File: src/rtl/display_pkg.sv
// Shared constants, FSM state encoding and the hex-to-segment table for the
// 7-segment output display driver.
package display_pkg;

    localparam logic [6:0] SEG_OFF = 7'h7F;
    localparam logic [3:0] AN_OFF  = 4'hF;

    typedef enum logic {
        BLANK = 1'b0,
        SCAN  = 1'b1
    } state_e;

    // Active-low pattern, bit order {g,f,e,d,c,b,a}
    function automatic logic [6:0] hex2seg(input logic [3:0] h);
        logic [6:0] s;
        case (h)
            4'h0:    s = 7'h40;
            4'h1:    s = 7'h79;
            4'h2:    s = 7'h24;
            4'h3:    s = 7'h30;
            4'h4:    s = 7'h19;
            4'h5:    s = 7'h12;
            4'h6:    s = 7'h02;
            4'h7:    s = 7'h78;
            4'h8:    s = 7'h00;
            4'h9:    s = 7'h10;
            4'hA:    s = 7'h08;
            4'hB:    s = 7'h03;
            4'hC:    s = 7'h46;
            4'hD:    s = 7'h21;
            4'hE:    s = 7'h06;
            default: s = 7'h0E;
        endcase
        return s;
    endfunction

endpackage

File: src/rtl/display_if.sv
// Bus between the processor write-back Output port and the display driver.
interface display_if;
    logic [15:0] data_in;
    logic        hold;
    logic [6:0]  seg;
    logic [3:0]  an;
    logic        frame_sync;

    modport master (output data_in, hold, input seg, an, frame_sync);
    modport slave  (input data_in, hold, output seg, an, frame_sync);
endinterface

File: src/rtl/hex_to_seg.sv
// Combinational 4-bit hex digit to active-low 7-segment pattern.
module hex_to_seg
    import display_pkg::*;
(
    input  logic [3:0] nib_i,
    output logic [6:0] seg_o
);
    assign seg_o = hex2seg(nib_i);
endmodule

File: src/rtl/output_display_driver.sv
// Time-multiplexed 4-digit hex display of the processor Output bus, latched once per frame.
// Optional leading-zero blanking: define SEG_LZ_BLANK_EN.
module output_display_driver
    import display_pkg::*;
#(
    parameter int REFRESH_DIV  = 100000,
    parameter int BLANK_CYCLES = 16
) (
    input  logic     clk,
    input  logic     reset,
    display_if.slave bus
);
    localparam int PW = $clog2(REFRESH_DIV);
    localparam int BW = $clog2(BLANK_CYCLES + 1);
    localparam logic [PW-1:0] PRE_LAST   = PW'(REFRESH_DIV - 1);
    localparam logic [BW-1:0] BLANK_LAST = BW'(BLANK_CYCLES - 1);

    logic [PW-1:0] pre_q, pre_d;
    logic          tick;
    state_e        state_q, state_d;
    logic [1:0]    digit_q, digit_d;
    logic [BW-1:0] bcnt_q, bcnt_d;
    logic [15:0]   shown_q, shown_d;
    logic [6:0]    seg_q, seg_d;
    logic [3:0]    an_q, an_d;
    logic          fs_q, fs_d;
    logic [3:0]    nib;
    logic [6:0]    nib_seg;
    logic          lz;

    assign tick = (pre_q == PRE_LAST);
    assign pre_d = tick ? '0 : pre_q + 1'b1;

    // Outputs are registered, so they are derived from the next-state values
    assign nib = shown_d[{digit_d, 2'b00} +: 4];

    hex_to_seg u_hex (
        .nib_i (nib),
        .seg_o (nib_seg)
    );

`ifdef SEG_LZ_BLANK_EN
    assign lz = ((digit_d == 2'd3) && (shown_d[15:12] == 4'h0)) ||
                ((digit_d == 2'd2) && (shown_d[15:8]  == 8'h00)) ||
                ((digit_d == 2'd1) && (shown_d[15:4]  == 12'h000));
`else
    assign lz = 1'b0;
`endif

    always_comb begin
        state_d = state_q;
        digit_d = digit_q;
        bcnt_d  = bcnt_q;
        shown_d = shown_q;
        fs_d    = 1'b0;
        case (state_q)
            BLANK: begin
                if (bcnt_q == BLANK_LAST) begin
                    state_d = SCAN;
                    // digit_q already holds the digit about to be lit
                    if ((digit_q == 2'd0) && !bus.hold) begin
                        shown_d = bus.data_in;
                        fs_d    = 1'b1;
                    end
                end else begin
                    bcnt_d = bcnt_q + 1'b1;
                end
            end
            default: begin
                if (tick) begin
                    digit_d = digit_q + 1'b1;
                    bcnt_d  = '0;
                    state_d = BLANK;
                end
            end
        endcase

        an_d  = AN_OFF;
        seg_d = SEG_OFF;
        if (state_d == SCAN) begin
            an_d  = ~(4'b0001 << digit_d);
            seg_d = lz ? SEG_OFF : nib_seg;
        end
    end

    always_ff @(posedge clk or negedge reset) begin
        if (!reset) begin
            pre_q   <= '0;
            state_q <= BLANK;
            digit_q <= 2'd0;
            bcnt_q  <= '0;
            shown_q <= 16'h0000;
            seg_q   <= SEG_OFF;
            an_q    <= AN_OFF;
            fs_q    <= 1'b0;
        end else begin
            pre_q   <= pre_d;
            state_q <= state_d;
            digit_q <= digit_d;
            bcnt_q  <= bcnt_d;
            shown_q <= shown_d;
            seg_q   <= seg_d;
            an_q    <= an_d;
            fs_q    <= fs_d;
        end
    end

    assign bus.seg        = seg_q;
    assign bus.an         = an_q;
    assign bus.frame_sync = fs_q;

    // The blank interval always ends well before the prescaler wraps
    assert property (@(posedge clk) disable iff (!reset) !(tick && (state_q == BLANK)));

endmodule

File: src/flat_wrapper.sv
// flat-port wrapper written by rule: the top's interface ports become plain ports
module output_display_driver_flat import display_pkg::*;
#(
    parameter int REFRESH_DIV  = 100000,
    parameter int BLANK_CYCLES = 16
)
  (clk, reset, bus_data_in, bus_hold, bus_seg, bus_an, bus_frame_sync);
  display_if bus_i ();
  input  logic clk;
  input  logic reset;
  input wire logic [$bits(bus_i.data_in)-1:0] bus_data_in;
  input wire logic [$bits(bus_i.hold)-1:0] bus_hold;
  output wire logic [$bits(bus_i.seg)-1:0] bus_seg;
  output wire logic [$bits(bus_i.an)-1:0] bus_an;
  output wire logic [$bits(bus_i.frame_sync)-1:0] bus_frame_sync;
  assign bus_i.data_in = bus_data_in;
  assign bus_i.hold = bus_hold;
  assign bus_seg = bus_i.seg;
  assign bus_an = bus_i.an;
  assign bus_frame_sync = bus_i.frame_sync;
  output_display_driver #(.REFRESH_DIV(REFRESH_DIV), .BLANK_CYCLES(BLANK_CYCLES)) u_core (.clk(clk), .reset(reset), .bus(bus_i));
endmodule
File: config.mk
export PLATFORM = sky130hd
export DESIGN_NAME = output_display_driver_flat
export DESIGN_NICKNAME = d
export VERILOG_FILES = /design/src/rtl/display_pkg.sv /design/src/rtl/display_if.sv /design/src/rtl/hex_to_seg.sv /design/src/rtl/output_display_driver.sv /design/src/flat_wrapper.sv
export SDC_FILE = /design/constraint.sdc
export NUM_CORES = 1
export LEC_CHECK = 0
export CORE_UTILIZATION = 40
export DETAILED_ROUTE_END_ITERATION = 10
export MAX_ROUTING_LAYER = met4
export PLACE_DENSITY = 0.65
export SYNTH_ARGS = -nofsm -noshare
export SYNTH_HDL_FRONTEND = slang
export SYNTH_SLANG_ARGS = --single-unit
File: constraint.sdc
create_clock -name clk -period 4.25 [get_ports clk]
set_input_delay 0.425 -clock clk [delete_from_list [all_inputs] [get_ports clk]]
set_output_delay 0.425 -clock clk [all_outputs]
set_load 0.02 [all_outputs]
==> summary.md <==
| Metric | Value |
|---|---|
| Post-DRT Antenna Nets | `0` |
| Slew Limit Fails | `0` |
| Syn Area/Cell | `between 10 and 15 µm²` |
| CP Capture Type | `flip-flop` |
| Slew margin rel. | `0.595` |
| GR Util All Layers | `0.154` |
| Status | `completed` |
| Most common cell after layout, fill and taps aside | `dfrtp_1` |
| Synth async-reset ratio | `1.00` |
| CTS sink count | `53` |
| Final hold violations | `0` |
| Setup TNS | `0 ps` |
| Placed cells | `330` |
| Latest clock arrival within the worst-skew pair | `slightly above 300 ps` |
| Global-route wire length before repair | `about 8400 µm` |
| Warnings, synthesis | `0` |
| Vias in the first global route | `approximately 1,800` |
| Nets@finish | `290` |
| Initial antenna violation count | `0` |
| Final wirelength | `about 4700 µm` |
| Max Buffers Root-to-Sink | `2` |
| Layout Cells excl Fill | `~340` |
| Area added between synthesis and finish | `18.2%` |
| DRC Markers | `0` |
| Post-Syn Area | `0.00266 mm²` |
| Count of flip-flops with a built-in enable after synthesis | `0` |
| LEAKAGE | `1.37 nW` |
| Critical Path RT | `4490 ps` |
| Ys flop type | `dfrtp_1` |
| Pwr per Cell Area | `between 300 and 400 mW/mm²` |
| Max VDD drop | `0.182 mV` |
| Synth Instances | `226` |
| Pre-antenna DRT Iters | `4` |
| H-tree levels | `2` |
| Antenna cells | `0` |
| DR iter-0 viols | `44` |
| Congestion Overflow GR | `0` |
| Core area | `around 0.0064 mm²` |
| Slew @ Worst Pin | `about 600 ps` |
| Most frequent cells in the layout | `42 x dfrtp_1, 29 x clkdlybuf4s50_1, 20 x mux2i_1` |
| Resized Gates After CTS | `0` |
| Worst Hold Class | `primary input to asynchronous set/reset pin` |
| Tcrit/Tclk final | `0.859` |
| Die area | `0.00699 mm²` |
| CTS Buf Count | `5` |
| WL per Instance | `between 10 and 15 µm` |
| Distinct cell type count after synthesis | `approximately 40` |
| Skew final | `around 13 ps` |
| DR vias | `between 1,500 and 2,000` |
| Final setup viols | `0` |
| RSZ-0062 raised after global routing | `false` |
| Pin count of the biggest net entering global routing | `46` |
| Vias/cell | `5.04` |
| Clk pin slew, worst setup/hold paths | `~100 ps` |
| CTS tree | `yes` |
| Clock root cell | `clkbuf_8` |
| DP HPWL | `about 3400 µm` |
| Syn nets | `between 200 and 300` |
| CP arrival | `approximately 3900 ps` |
| Die X | `about 84 µm` |
| FF+latch count, synth | `53` |
| Critical-path maximum fanout | `13` |
| I/O pin count | `31` |
| Gpl congestion | `between 0.7 and 0.8` |
| MaxCap Viol Count | `0` |
| Minimum clock period | `3650 ps` |
| Hold slack | `477 ps` |
| Starting Density | `0.417` |
| Cell row count | `29` |
| Number of port buffers | `30` |
| CP startpoint kind | `flip-flop` |
| Maximum operating frequency | `around 270 MHz` |
| WS Path Type | `flip-flop to flip-flop` |
| DIE HEIGHT | `approximately 84 µm` |
| Share of layout cells above drive strength 1 | `0.160` |
| Register area share after synthesis | `0.503` |
report_power, final:
part / switching (mW) / internal [mW]
logic: 0.0440 / 0.0454
clock network: 0.164 / 0.192
registers: 0.00359 / 0.522
total: 0.212 / 0.759
cell families after synthesis:
kind of cell | synth area share
simple gates | 0.131
flops | 0.503
mux | 0.170
buf+inv | 0.0550
compound gates | 0.0390
xor+xnor | 0.0559
fa+ha+maj | 0.0470
sequential cells by signal (all words and copies together) (netlist names):
name and flops:
u_core.shown_q 16, u_core.bus.seg 7, u_core.bus.an 4, u_core.digit_q 2, u_core.state_q 1, u_core.bcnt_q 5, u_core.pre_q 17, u_core.bus.frame_sync 1
cells in the mapped netlist (2+ instances only):
master | n | area share
mux2_2 | 5 | 0.021
mux2i_1 | 20 | 0.075
nor2_1 | 17 | 0.024
inv_1 | 18 | 0.025
clkinv_1 | 3 | 0.0042
buf_6 | 3 | 0.013
a21oi_1 | 4 | 0.0075
mux4_2 | 7 | 0.059
buf_2 | 2 | 0.0038
nand2b_1 | 2 | 0.0047
ha_1 | 10 | 0.047
and3_1 | 4 | 0.0094
nand2_1 | 15 | 0.021
dfrtp_1 | 42 | 0.39
dfstp_2 | 11 | 0.11
and2_1 | 3 | 0.0070
nand3_1 | 10 | 0.019
nand4_1 | 5 | 0.012
xnor2_1 | 9 | 0.030
o21ai_0 | 8 | 0.015
xor2_1 | 8 | 0.026
repair_timing:
item / CTS / global route
setup buffers: 0 / 0
hold endpoints to repair: 8 / 0
hold buffers: 1 / 0
area by class of cell:
cell class,count,area (µm²)
Fill cell,568,3240
Sequential cell,53,1340
Multi-Input combinational cell,145,1180
Timing Repair Buffer,35,335
Tap cell,77,96.3
Clock buffer,6,82.6
Inverter,21,78.8
Clock inverter,2,37.5
metrics by stage:
step	setup WS, ps	power [mW]	util	instance area [µm²]
after detailed placement	606	0.625	0.473	3020
after global routing	264	1.01	0.493	3150
final	601	0.971	0.493	3150
after global placement	686	0.624	0.473	3020
after CTS	545	0.986	0.493	3150
after floorplan	1070	0.580	-	2660
layer usage:
layer / GRT usage / wire (µm) / up-vias
li1: - / - / 842
met1: 0.196 / 2120 / 833
met2: 0.244 / 2260 / 27
met3: 0.0406 / 216 / 5
met4: 0.0462 / 47 / 0
met5: - / 0 / -
final timing paths:
check,slack (ps),from,endpoint,cells past startpoint
worst max-delay path,600,u_core.bcnt_q[0]$_DFFE_PN0P_,u_core.bus.seg[3]$_DFF_PN1_,13
worst min-delay path,480,reset,u_core.shown_q[9]$_DFF_PN0_,2
worst max register to register,600,u_core.bcnt_q[0]$_DFFE_PN0P_,u_core.bus.seg[3]$_DFF_PN1_,13
worst min register to register,480,u_core.pre_q[0]$_DFF_PN0_,u_core.pre_q[0]$_DFF_PN0_,1
max in group asynchronous,2960,reset,u_core.pre_q[9]$_DFF_PN0_,3
min in group clk,480,u_core.pre_q[0]$_DFF_PN0_,u_core.pre_q[0]$_DFF_PN0_,1
worst max-delay path, cell delays in order (launching register included):
cell	delay (ps)
dfrtp_1	390
ha_1	190
and3_1	150
ha_1	170
and4bb_1	400
buf_4	310
mux2i_1	140
mux4_2	480
mux2i_1	470
inv_1	180
ha_1	340
mux2i_1	140
nor3_1	60
a31oi_1	160
(Power assumes the default switching activity.)
